**src/rtl/alu_sequencer_pkg.sv**
```systemverilog
// Shared definitions for the ALU sequencer: FSM state encoding, flag bit
// positions, instruction field helpers and the ALU opcode map used by the
// operand mux, the flag unit and the write-back logic.
package alu_sequencer_pkg;

  typedef enum logic [1:0] {
    ST_FETCH  = 2'd0,
    ST_DECODE = 2'd1,
    ST_EXEC   = 2'd2,
    ST_WB     = 2'd3
  } state_e;

  // Flag register layout {CA,CB,ZA,ZB,NA,NB}
  localparam int FLAG_CA = 5;
  localparam int FLAG_CB = 4;
  localparam int FLAG_ZA = 3;
  localparam int FLAG_ZB = 2;
  localparam int FLAG_NA = 1;
  localparam int FLAG_NB = 0;

  // Instruction fields: [15:10] opcode, [9:8] unused, [7:0] immediate
  localparam int OP_W   = 6;
  localparam int IMM_W  = 8;

  // ALU opcodes
  localparam logic [5:0] OP_ADDA  = 6'h00;
  localparam logic [5:0] OP_ADDB  = 6'h01;
  localparam logic [5:0] OP_SUBA  = 6'h02;
  localparam logic [5:0] OP_SUBB  = 6'h03;
  localparam logic [5:0] OP_ANDA  = 6'h04;
  localparam logic [5:0] OP_ANDB  = 6'h05;
  localparam logic [5:0] OP_ORA   = 6'h06;
  localparam logic [5:0] OP_ORB   = 6'h07;
  localparam logic [5:0] OP_ADDCA = 6'h08;
  localparam logic [5:0] OP_ADDCB = 6'h09;
  localparam logic [5:0] OP_SUBCA = 6'h0A;
  localparam logic [5:0] OP_SUBCB = 6'h0B;
  localparam logic [5:0] OP_ANDCA = 6'h0C;
  localparam logic [5:0] OP_ANDCB = 6'h0D;
  localparam logic [5:0] OP_ORCA  = 6'h0E;
  localparam logic [5:0] OP_ORCB  = 6'h0F;
  localparam logic [5:0] OP_SHLA  = 6'h10;
  localparam logic [5:0] OP_SHRA  = 6'h11;
  localparam logic [5:0] OP_JMP   = 6'h18;
  localparam logic [5:0] OP_BAEQ  = 6'h19;
  localparam logic [5:0] OP_BANE  = 6'h1A;
  localparam logic [5:0] OP_BBEQ  = 6'h1B;
  localparam logic [5:0] OP_BBNE  = 6'h1C;
  localparam logic [5:0] OP_NOP   = 6'h30;

  function automatic logic op_dest_a(input logic [5:0] op);
    return op inside {OP_ADDA, OP_SUBA, OP_ANDA, OP_ORA,
                      OP_ADDCA, OP_SUBCA, OP_ANDCA, OP_ORCA,
                      OP_SHLA, OP_SHRA};
  endfunction

  function automatic logic op_dest_b(input logic [5:0] op);
    return op inside {OP_ADDB, OP_SUBB, OP_ANDB, OP_ORB,
                      OP_ADDCB, OP_SUBCB, OP_ANDCB, OP_ORCB};
  endfunction

  function automatic logic op_is_add(input logic [5:0] op);
    return op inside {OP_ADDA, OP_ADDB, OP_ADDCA, OP_ADDCB};
  endfunction

  function automatic logic op_is_sub(input logic [5:0] op);
    return op inside {OP_SUBA, OP_SUBB, OP_SUBCA, OP_SUBCB};
  endfunction

  function automatic logic op_is_branch(input logic [5:0] op);
    return op inside {OP_JMP, OP_BAEQ, OP_BANE, OP_BBEQ, OP_BBNE};
  endfunction

endpackage

```
**src/rtl/alu_sequencer_flag_unit.sv**
```systemverilog
// Combinational flag candidate generator.
//  i_op       : opcode of the executing instruction
//  i_oper1/2  : operands presented to the ALU
//  i_result   : ALU result
//  o_flags_nxt: candidate values in {CA,CB,ZA,ZB,NA,NB} layout
//  o_flags_we : per-flag write enables (only the destination's flags; C only
//               for add/sub, so logic ops and shifts preserve carry)
module alu_sequencer_flag_unit
  import alu_sequencer_pkg::*;
(
  input  logic [5:0] i_op,
  input  logic [7:0] i_oper1,
  input  logic [7:0] i_oper2,
  input  logic [7:0] i_result,
  output logic [5:0] o_flags_nxt,
  output logic [5:0] o_flags_we
);

  logic [8:0] w_sum;
  logic       w_dest_a, w_dest_b, w_arith, w_carry;

  assign w_sum    = {1'b0, i_oper1} + {1'b0, i_oper2};
  assign w_dest_a = op_dest_a(i_op);
  assign w_dest_b = op_dest_b(i_op);
  assign w_arith  = op_is_add(i_op) | op_is_sub(i_op);

  // A-side subtracts compute oper1-oper2, B-side compute oper2-oper1;
  // carry on subtract is the borrow (minuend < subtrahend).
  assign w_carry = op_is_add(i_op) ? w_sum[8] :
                   w_dest_a        ? (i_oper1 < i_oper2) :
                                     (i_oper2 < i_oper1);

  always_comb begin
    o_flags_nxt = '0;
    o_flags_we  = '0;
    if (w_dest_a) begin
      o_flags_nxt[FLAG_CA] = w_carry;
      o_flags_nxt[FLAG_ZA] = ~|i_result;
      o_flags_nxt[FLAG_NA] = i_result[7];
      o_flags_we[FLAG_CA]  = w_arith;
      o_flags_we[FLAG_ZA]  = 1'b1;
      o_flags_we[FLAG_NA]  = 1'b1;
    end
    if (w_dest_b) begin
      o_flags_nxt[FLAG_CB] = w_carry;
      o_flags_nxt[FLAG_ZB] = ~|i_result;
      o_flags_nxt[FLAG_NB] = i_result[7];
      o_flags_we[FLAG_CB]  = w_arith;
      o_flags_we[FLAG_ZB]  = 1'b1;
      o_flags_we[FLAG_NB]  = 1'b1;
    end
  end

endmodule

```
**src/rtl/alu_sequencer.sv**
```systemverilog
// Control stage in front of an external ALU. Runs FETCH->DECODE->EXEC->WB per
// instruction, holding PC, IR, accumulators A/B and the CZN flags.
//  iClock/iReset          : clock, synchronous active-low reset
//  oInstReq/oInstAddr     : fetch request (held until iInstValid) and PC
//  iInstValid/iInstData   : fetched instruction, accepted only in FETCH
//  oAluOper1/2,oAluInstSel: registered ALU inputs, valid DECODE..EXEC
//  iAluData/iAluBranchTaken: ALU result and branch decision, sampled in EXEC
//  oAccA/oAccB/oFlags     : architectural state
//  oInstDone              : one-cycle pulse in WB
module alu_sequencer
  import alu_sequencer_pkg::*;
#(
  parameter int                  PC_WIDTH   = 8,
  parameter logic [PC_WIDTH-1:0] RESET_PC   = '0,
  parameter int                  INST_WIDTH = 16
) (
  input  logic                  iClock,
  input  logic                  iReset,
  output logic                  oInstReq,
  output logic [PC_WIDTH-1:0]   oInstAddr,
  input  logic                  iInstValid,
  input  logic [INST_WIDTH-1:0] iInstData,
  output logic [7:0]            oAluOper1,
  output logic [7:0]            oAluOper2,
  output logic [5:0]            oAluInstSel,
  input  logic [7:0]            iAluData,
  input  logic                  iAluBranchTaken,
  output logic [7:0]            oAccA,
  output logic [7:0]            oAccB,
  output logic [5:0]            oFlags,
  output logic                  oInstDone
);

  state_e                r_state;
  logic                  r_instReq, r_instDone, r_branch;
  logic [INST_WIDTH-1:0] r_ir;
  logic [PC_WIDTH-1:0]   r_pc;
  logic [7:0]            r_accA, r_accB, r_oper1, r_oper2, r_result;
  logic [5:0]            r_aluSel, r_flags, r_flagNxt, r_flagWe;

  logic [5:0] w_op_in, w_op_ir, w_flagNxt, w_flagWe;
  logic [7:0] w_imm_in, w_imm_ir, w_oper1, w_oper2;
  logic       w_unused_ir;

  assign w_op_in     = iInstData[INST_WIDTH-1 -: OP_W];
  assign w_imm_in    = iInstData[IMM_W-1:0];
  assign w_op_ir     = r_ir[INST_WIDTH-1 -: OP_W];
  assign w_imm_ir    = r_ir[IMM_W-1:0];
  assign w_unused_ir = ^r_ir[INST_WIDTH-OP_W-1:IMM_W];

  // Operand mux, registered on the FETCH->DECODE edge from the incoming word
  always_comb begin
    w_oper1 = '0;
    w_oper2 = '0;
    case (w_op_in)
      OP_ADDA, OP_SUBA, OP_ANDA, OP_ORA,
      OP_ADDB, OP_SUBB, OP_ANDB, OP_ORB: begin
        w_oper1 = r_accA;
        w_oper2 = r_accB;
      end
      OP_ADDCA, OP_SUBCA, OP_ANDCA, OP_ORCA: begin
        w_oper1 = r_accA;
        w_oper2 = w_imm_in;
      end
      OP_ADDCB, OP_SUBCB, OP_ANDCB, OP_ORCB: begin
        w_oper1 = w_imm_in;
        w_oper2 = r_accB;
      end
      OP_SHLA, OP_SHRA: w_oper1 = r_accA;
      default: ;
    endcase
  end

  alu_sequencer_flag_unit u_flag_unit (
    .i_op        (w_op_ir),
    .i_oper1     (r_oper1),
    .i_oper2     (r_oper2),
    .i_result    (iAluData),
    .o_flags_nxt (w_flagNxt),
    .o_flags_we  (w_flagWe)
  );

  always_ff @(posedge iClock) begin
    if (!iReset) begin
      r_state    <= ST_FETCH;
      r_instReq  <= 1'b0;
      r_instDone <= 1'b0;
      r_branch   <= 1'b0;
      r_ir       <= '0;
      r_pc       <= RESET_PC;
      r_accA     <= '0;
      r_accB     <= '0;
      r_oper1    <= '0;
      r_oper2    <= '0;
      r_result   <= '0;
      r_aluSel   <= '0;
      r_flags    <= '0;
      r_flagNxt  <= '0;
      r_flagWe   <= '0;
    end else begin
      case (r_state)
        ST_FETCH: begin
          // Request goes up the cycle after reset; a word is only taken
          // while the request is visible to the memory side.
          r_instReq <= 1'b1;
          if (r_instReq && iInstValid) begin
            r_instReq <= 1'b0;
            r_ir      <= iInstData;
            r_aluSel  <= w_op_in;
            r_oper1   <= w_oper1;
            r_oper2   <= w_oper2;
            r_state   <= ST_DECODE;
          end
        end
        ST_DECODE: r_state <= ST_EXEC;
        ST_EXEC: begin
          r_result   <= iAluData;
          r_branch   <= iAluBranchTaken;
          r_flagNxt  <= w_flagNxt;
          r_flagWe   <= w_flagWe;
          r_aluSel   <= '0;
          r_oper1    <= '0;
          r_oper2    <= '0;
          r_instDone <= 1'b1;
          r_state    <= ST_WB;
        end
        ST_WB: begin
          if (op_dest_a(w_op_ir)) r_accA <= r_result;
          if (op_dest_b(w_op_ir)) r_accB <= r_result;
          r_flags <= (r_flags & ~r_flagWe) | (r_flagNxt & r_flagWe);
          if (op_is_branch(w_op_ir) && r_branch)
            r_pc <= PC_WIDTH'(w_imm_ir);
          else
            r_pc <= r_pc + PC_WIDTH'(1);
          r_instDone <= 1'b0;
          r_instReq  <= 1'b1;
          r_state    <= ST_FETCH;
        end
        default: r_state <= ST_FETCH;
      endcase
    end
  end

  assign oInstReq    = r_instReq;
  assign oInstAddr   = r_pc;
  assign oAluOper1   = r_oper1;
  assign oAluOper2   = r_oper2;
  assign oAluInstSel = r_aluSel;
  assign oAccA       = r_accA;
  assign oAccB       = r_accB;
  assign oFlags      = r_flags;
  assign oInstDone   = r_instDone;

endmodule

```
**config.mk**
```make
export PLATFORM = sky130hd
export DESIGN_NAME = alu_sequencer
export DESIGN_NICKNAME = d
export VERILOG_FILES = /design/src/rtl/alu_sequencer_pkg.sv /design/src/rtl/alu_sequencer_flag_unit.sv /design/src/rtl/alu_sequencer.sv
export SDC_FILE = /design/constraint.sdc
export NUM_CORES = 1
export LEC_CHECK = 0
export CAP_MARGIN = 20
export CORE_MARGIN = 2
export CORE_UTILIZATION = 40
export DETAILED_ROUTE_END_ITERATION = 8
export PLACE_DENSITY = 0.72
export SYNTH_ARGS = -nofsm -noshare
export SYNTH_HDL_FRONTEND = slang
export SYNTH_SLANG_ARGS = --single-unit
```
**constraint.sdc**
```tcl
create_clock -name iClock -period 2.6 [get_ports iClock]
set_clock_uncertainty 0.1 [all_clocks]
set_input_delay 0.65 -clock iClock [delete_from_list [all_inputs] [get_ports iClock]]
set_output_delay 0.65 -clock iClock [all_outputs]
set_load 0.05 [all_outputs]
```
Word level (Yosys, flattened, before mapping):

Index checks and enable logic that the tools add are counted.

* mux-type cells: 26
* add/sub/neg operators: 2
* shift operators: 0
* div/mod/pow operators: 0
* reductions and logical operators: 23
* $mul: 0
* magnitude comparators: 2
* eq/ne operators: 43
* bitwise operators: 5

Operator list (count)
* $eq A6 B4 Y1 const B: 16
* $pmux W8 S2: 4
* $eq A6 B5 Y1 const B: 9
* $eq A6 B3 Y1 const B: 8
* $eq A6 B2 Y1 const B: 4
* $mux W8: 3
* $lt A8 B8 Y1: 2
* $reduce_or A14 Y1: 1
* $mux W1: 13
* $and A6 B6 Y6: 2
* $eq A6 B1 Y1 const B: 2
* $logic_not A6 Y1: 2
* $pmux W6 S2: 1
* $reduce_or A12 Y1: 1
* $reduce_bool A10 Y1: 1
* $add A8 B8 Y9: 1
* $add A8 B1 Y8 const B: 1
* $pmux W2 S4: 1
* $reduce_and A2 Y1: 4
* $reduce_bool A4 Y1: 2
* $reduce_bool A8 Y1: 1
* $reduce_or A4 Y1: 2
* $reduce_or A8 Y1: 1
* $mux W6: 1
* other kinds (13): 18

* memories kept: 0
* memory bits (read-only): 0
* latch bits: 0
* word-level logic and storage cells: 116
* bits in writable memories: 0
* input port bits: 28
* output and inout bits: 54
* bits in registers: 93

Longest topological paths before layout:

* depth in word-level cells: 5
* mapped depth: 9
* gate-level depth less buffers: 7

By module:

From an unflattened synthesis, not the netlist that was laid out.

* cell total of the unflattened synthesis: 499
* area, all modules: 4543.1 um2

By module, submodules not included
* alu_sequencer: area an instance 3996.3 um2, sequential area each 1821.7 um2, cells an instance 427, instances 1
* alu_sequencer_flag_unit: area an instance 546.8 um2, sequential area each 0.0 um2, cells an instance 72, instances 1

Least setup slack after synthesis:

OpenSTA, ideal clock, no wires.

* kind: flip-flop to flip-flop
* start point: register r_oper2[7] (netlist: oAluOper2[7])
* end point: register r_flagNxt[4]
* setup time: 92 ps
* clock period less this slack: 2223 ps
* buffers on the path: 0
* data arrival time: 2031 ps
* setup slack: 377 ps
* data required time: 2408 ps
* stages on the path, launching flop included: 7
* cells stage by stage: dfxtp_1 inv_1 ha_1 or4_1 a21oi_1 o21ai_0 o32ai_1

* word-level cells in the longest chain between the ends: 4
* elaborated cells on any way between the ends: 6
* those cells by class: add/sub: 1; order compare: 2; mux: 3

RTL lines
* start, declared: line alu_sequencer.sv:38 `logic [7:0] r_accA, r_accB, r_oper1, r_oper2, r_result;`
* start signal, assigned: line alu_sequencer.sv:111 `r_oper2 <= w_oper2;`
* $lt A8 B8 Y1 (on tied branches): line alu_sequencer_flag_unit.sv:31, alu_sequencer_flag_unit.sv:30
* $mux W1: line alu_sequencer_flag_unit.sv:30 `w_dest_a ? (i_oper1 < i_oper2) :`
* $mux W1 (*): line alu_sequencer_flag_unit.sv:29 `assign w_carry = op_is_add(i_op) ? w_sum[8] :`
* $mux W1 (*): line alu_sequencer_flag_unit.sv:44 `if (w_dest_b) begin`
* end signal, assigned: line alu_sequencer.sv:119 `r_flagNxt <= w_flagNxt;`
* end, declared: line alu_sequencer.sv:39 `logic [5:0] r_aluSel, r_flags, r_flagNxt, r_flagWe;`

Mark *: on every way between the ends. The rest lies on a longest branch, timed or not.
A chain may end at the register's enable or synchronous reset.

Worst setup path after layout:

* start point: register r_accB[7] (netlist: oAccB[7])
* end point: output port oAccB[7]

RTL lines
* start, declared: line alu_sequencer.sv:38
* start signal, assigned: line alu_sequencer.sv:129 `if (op_dest_b(w_op_ir)) r_accB <= r_result;`
* end, declared: line alu_sequencer.sv:29 `output logic [7:0] oAccB,`

No word-level cell between the ends.

==> flow_summary_export.csv <==
group,metric,value,unit
pwr,p_switching,770,uW
cts,numCtsBuffers,9,
logic_synthesis,synth-seq-area-share,43.2,%
timing,tightest_slew,0.851,ns
pwr,p_int,2.06,mW
timing,period_share,91.7,%
grt,first_global_vias,3605,
final_layout,diodes,0,
worst_setup_path,required,1.85,ns
cts,clk_pin_slew_worst_paths,0.09,ns
cts,cts_max_level,3,
worst_setup_path,cp_max_fo,3,
worst_setup_path,rr_worst_depth,7,
worst_setup_path,cp_num_cells,1,
timing,fmax,419,MHz
worst_setup_path,rr_startpoint,"oAluOper2[5]",
logic_synthesis,synth_warnings,0,
worst_setup_path,cp_num_buf_inv,1,
cts,clockBufferDepth,2,
worst_setup_path,startpoint,"oAccB[7]",
final_layout,fin_util,52.0,%
grt,grt_use_met3,3.96,%
worst_setup_path,crit_path_end_kind,"primary output",
drt,dr.pass1.iters,5,
drt,drc,0,
worst_setup_path,path_class,"flop to primary output",
flow_run,cap_violations,0,
cts,hold_buffers,0,
logic_synthesis,synth_fp_nets,543,
pwr,clkPwrFrac,34.6,%
grt,grt_pass1_wl,17.7,mm
logic_synthesis,synth.area.top_cells,"dfxtp_1 43%, nand2_1 8.7%, ha_1 6.1%",
floorplan,start_util,40.6,%
placement,portBuffers,79,
worst_setup_path,crit_slowest_cell,"clkdlybuf4s50_1",
logic_synthesis,synth.most_common_cell,"nand2_1",
timing,fin_ws,0.215,ns
floorplan,dieArea,11100,um^2
grt,grt.total_usage,19.9,%
worst_setup_path,crit_end,"oAccB[7]",
floorplan,die_h,105,um
grt,grt_util_met1,25.6,%
drt,wl_per_cell,15.5,um
grt,met2_usage,33.5,%
cts,clkSinkCount,89,
cts,cts_tree,"done",
floorplan,dieWidth,105,um
timing,relSlewSlack,43.3,%
cts,post_cts_buffers,0,
drt,detailroute.via_count,3735,
logic_synthesis,synth.cell_area,4120,um^2
cts,clk_latency,0.35,ns
worst_setup_path,cp_top_family,"buffers and inverters",
worst_setup_path,reg2reg_to,"r_flagNxt[4]",
pwr,p_seq_share,51.0,%
pwr,swShare,27.2,%
pwr,p_leak,1.88,nW
logic_synthesis,synthDominantCellAreaShare,43.2,%
pwr,powerDensity,536,nW/um^2
timing,final_max_slew_viol_count,0,
final_layout,nets,618,
placement,hpwl,8.24,mm
worst_setup_path,reg2reg_slack,0.23,ns
logic_synthesis,synth_edf_count,0,
drt,routed_wl,11.0,mm
pwr,power,2.83,mW
pwr,ir_worst_vdd,0.356,mV
worst_setup_path,cpPeakStageDelay,0.85,ns
grt,grt_overflow,0,
worst_setup_path,worst_ep_arrival_time,1.63,ns
grt,top_usage_layer,"met2",
worst_setup_path,path_cells,"clkdlybuf4s50_1",
grt,grt_max_degree,29,
drt,via_per_inst,5.26,
placement,gp_congestion,0.843,
floorplan,io-pin-count,82,
logic_synthesis,yosysTopAreaCell,"dfxtp_1",
timing,setup_viol,0,
drt,first_iter_violations,156,
floorplan,core_area,10100,um^2
logic_synthesis,synthArstFlopShare,0,%
logic_synthesis,yosys.cell_types.count,45,
cts,cts_resized,0,
logic_synthesis,ys.flop_type,"dfxtp_1",
logic_synthesis,synth_common_cells,"95 x nand2_1, 89 x dfxtp_1, 44 x nor2_1",
timing,layout_min_cycle_time,2.38,ns
logic_synthesis,synthCells,495,
worst_hold_path,min_path_type,"flop to flop",
logic_synthesis,syn_avg_cell_area,8.32,um^2
timing,rsz0062_at_grt,"no",
final_layout,drive_above_1_share,6.45,%
outcome,status,"finished clean",
logic_synthesis,synth_seq_cells,89,
floorplan,row_count,37,
drt,ant_nets,0,
timing,finalSetupTns,0,ns
timing,finalHoldViolCount,0,
worst_setup_path,critPathLaunchType,"flop",
grt,antenna_found_initial,0,
final_layout,area_growth,28.0,%
pwr,comb_power_share,14.3,%
cts,cts-root-buf,"clkbuf_8",
placement,dp_slack,0.136,ns
how the worst min path moves through the flow:
stage,from,end,slack [ns],cells past startpoint
6_report,r_ir[1],r_ir[1],0.37,2
5_1_grt,r_ir[3],r_ir[3],0.39,2
4_1_cts,r_ir[7],r_ir[7],0.37,2
3_5_place_dp,r_ir[7],r_ir[7],0.35,2
2_1_floorplan,r_ir[2],r_ir[2],0.33,2
3_3_place_gp,r_ir[3],r_ir[3],0.35,2
cells by family after synthesis:
group | synth area share (%)
compound gates | 18.9
simple gates | 21.6
mux | 5.50
fa+ha+maj | 6.07
flops | 43.2
buf+inv | 4.77
state kept, by name, summed over array words and instances (netlist names), named ones only:
| register | flops |
|---|---|
| r_flagNxt | 6 |
| r_ir | 14 |
| oAluInstSel | 6 |
| r_result | 8 |
| oInstAddr | 8 |
| r_branch | 1 |
| oInstDone | 1 |
| r_state | 2 |
| oAccA | 8 |
| oInstReq | 1 |
| r_flagWe | 4 |
| oAccB | 8 |
| oAluOper1 | 8 |
| oAluOper2 | 8 |
power by group through the flow:
| stage | sequential (mW) | clock (mW) | combinational, mW |
|---|---|---|---|
| after detailed placement | 1.47 | 0 | 0.400 |
| final | 1.44 | 0.978 | 0.405 |
| after floorplan | 1.51 | 0 | 0.210 |
| after CTS | 1.44 | 0.994 | 0.402 |
| after global placement | 1.47 | 0 | 0.391 |
| after global routing | 1.45 | 1.06 | 0.435 |
metrics by stage:
step	hold WS (ns)	cells	area, um^2
floorplan	0.334	495	4120
global placement	0.346	695	5070
detailed placement	0.349	695	5070
CTS	0.366	710	5270
global route	0.389	710	5270
finish	0.366	710	5270
cell type report:
cell class | count | area (um^2)
Multi-Input combinational cell | 355 | 2140
Timing Repair Buffer | 92 | 888
Clock buffer | 11 | 151
Fill cell | 962 | 4870
Clock inverter | 4 | 52.6
Sequential cell | 89 | 1780
Inverter | 23 | 86.3
Tap cell | 136 | 170
routing by layer:
metal	vias to the layer above	wire [um]
met5	-	0
met4	0	139
li1	1851	-
met1	1755	4910
met3	11	608
met2	118	5370
cell usage in the layout (no fill, tap or decap), drive strengths merged, types with 4 or more instances in the layout:
master / instances
o21ai: 8
clkbuf: 11
a21oi: 36
o21a: 4
a2bb2oi: 7
nor2b: 16
a21boi: 19
a22oi: 19
buf: 13
ha: 20
clkdlybuf4s50: 79
o31ai: 9
nor2: 44
nand3: 20
nor4: 4
dfxtp: 89
inv: 23
mux2: 5
mux2i: 17
nand2: 95
(Power assumes the default switching activity.)
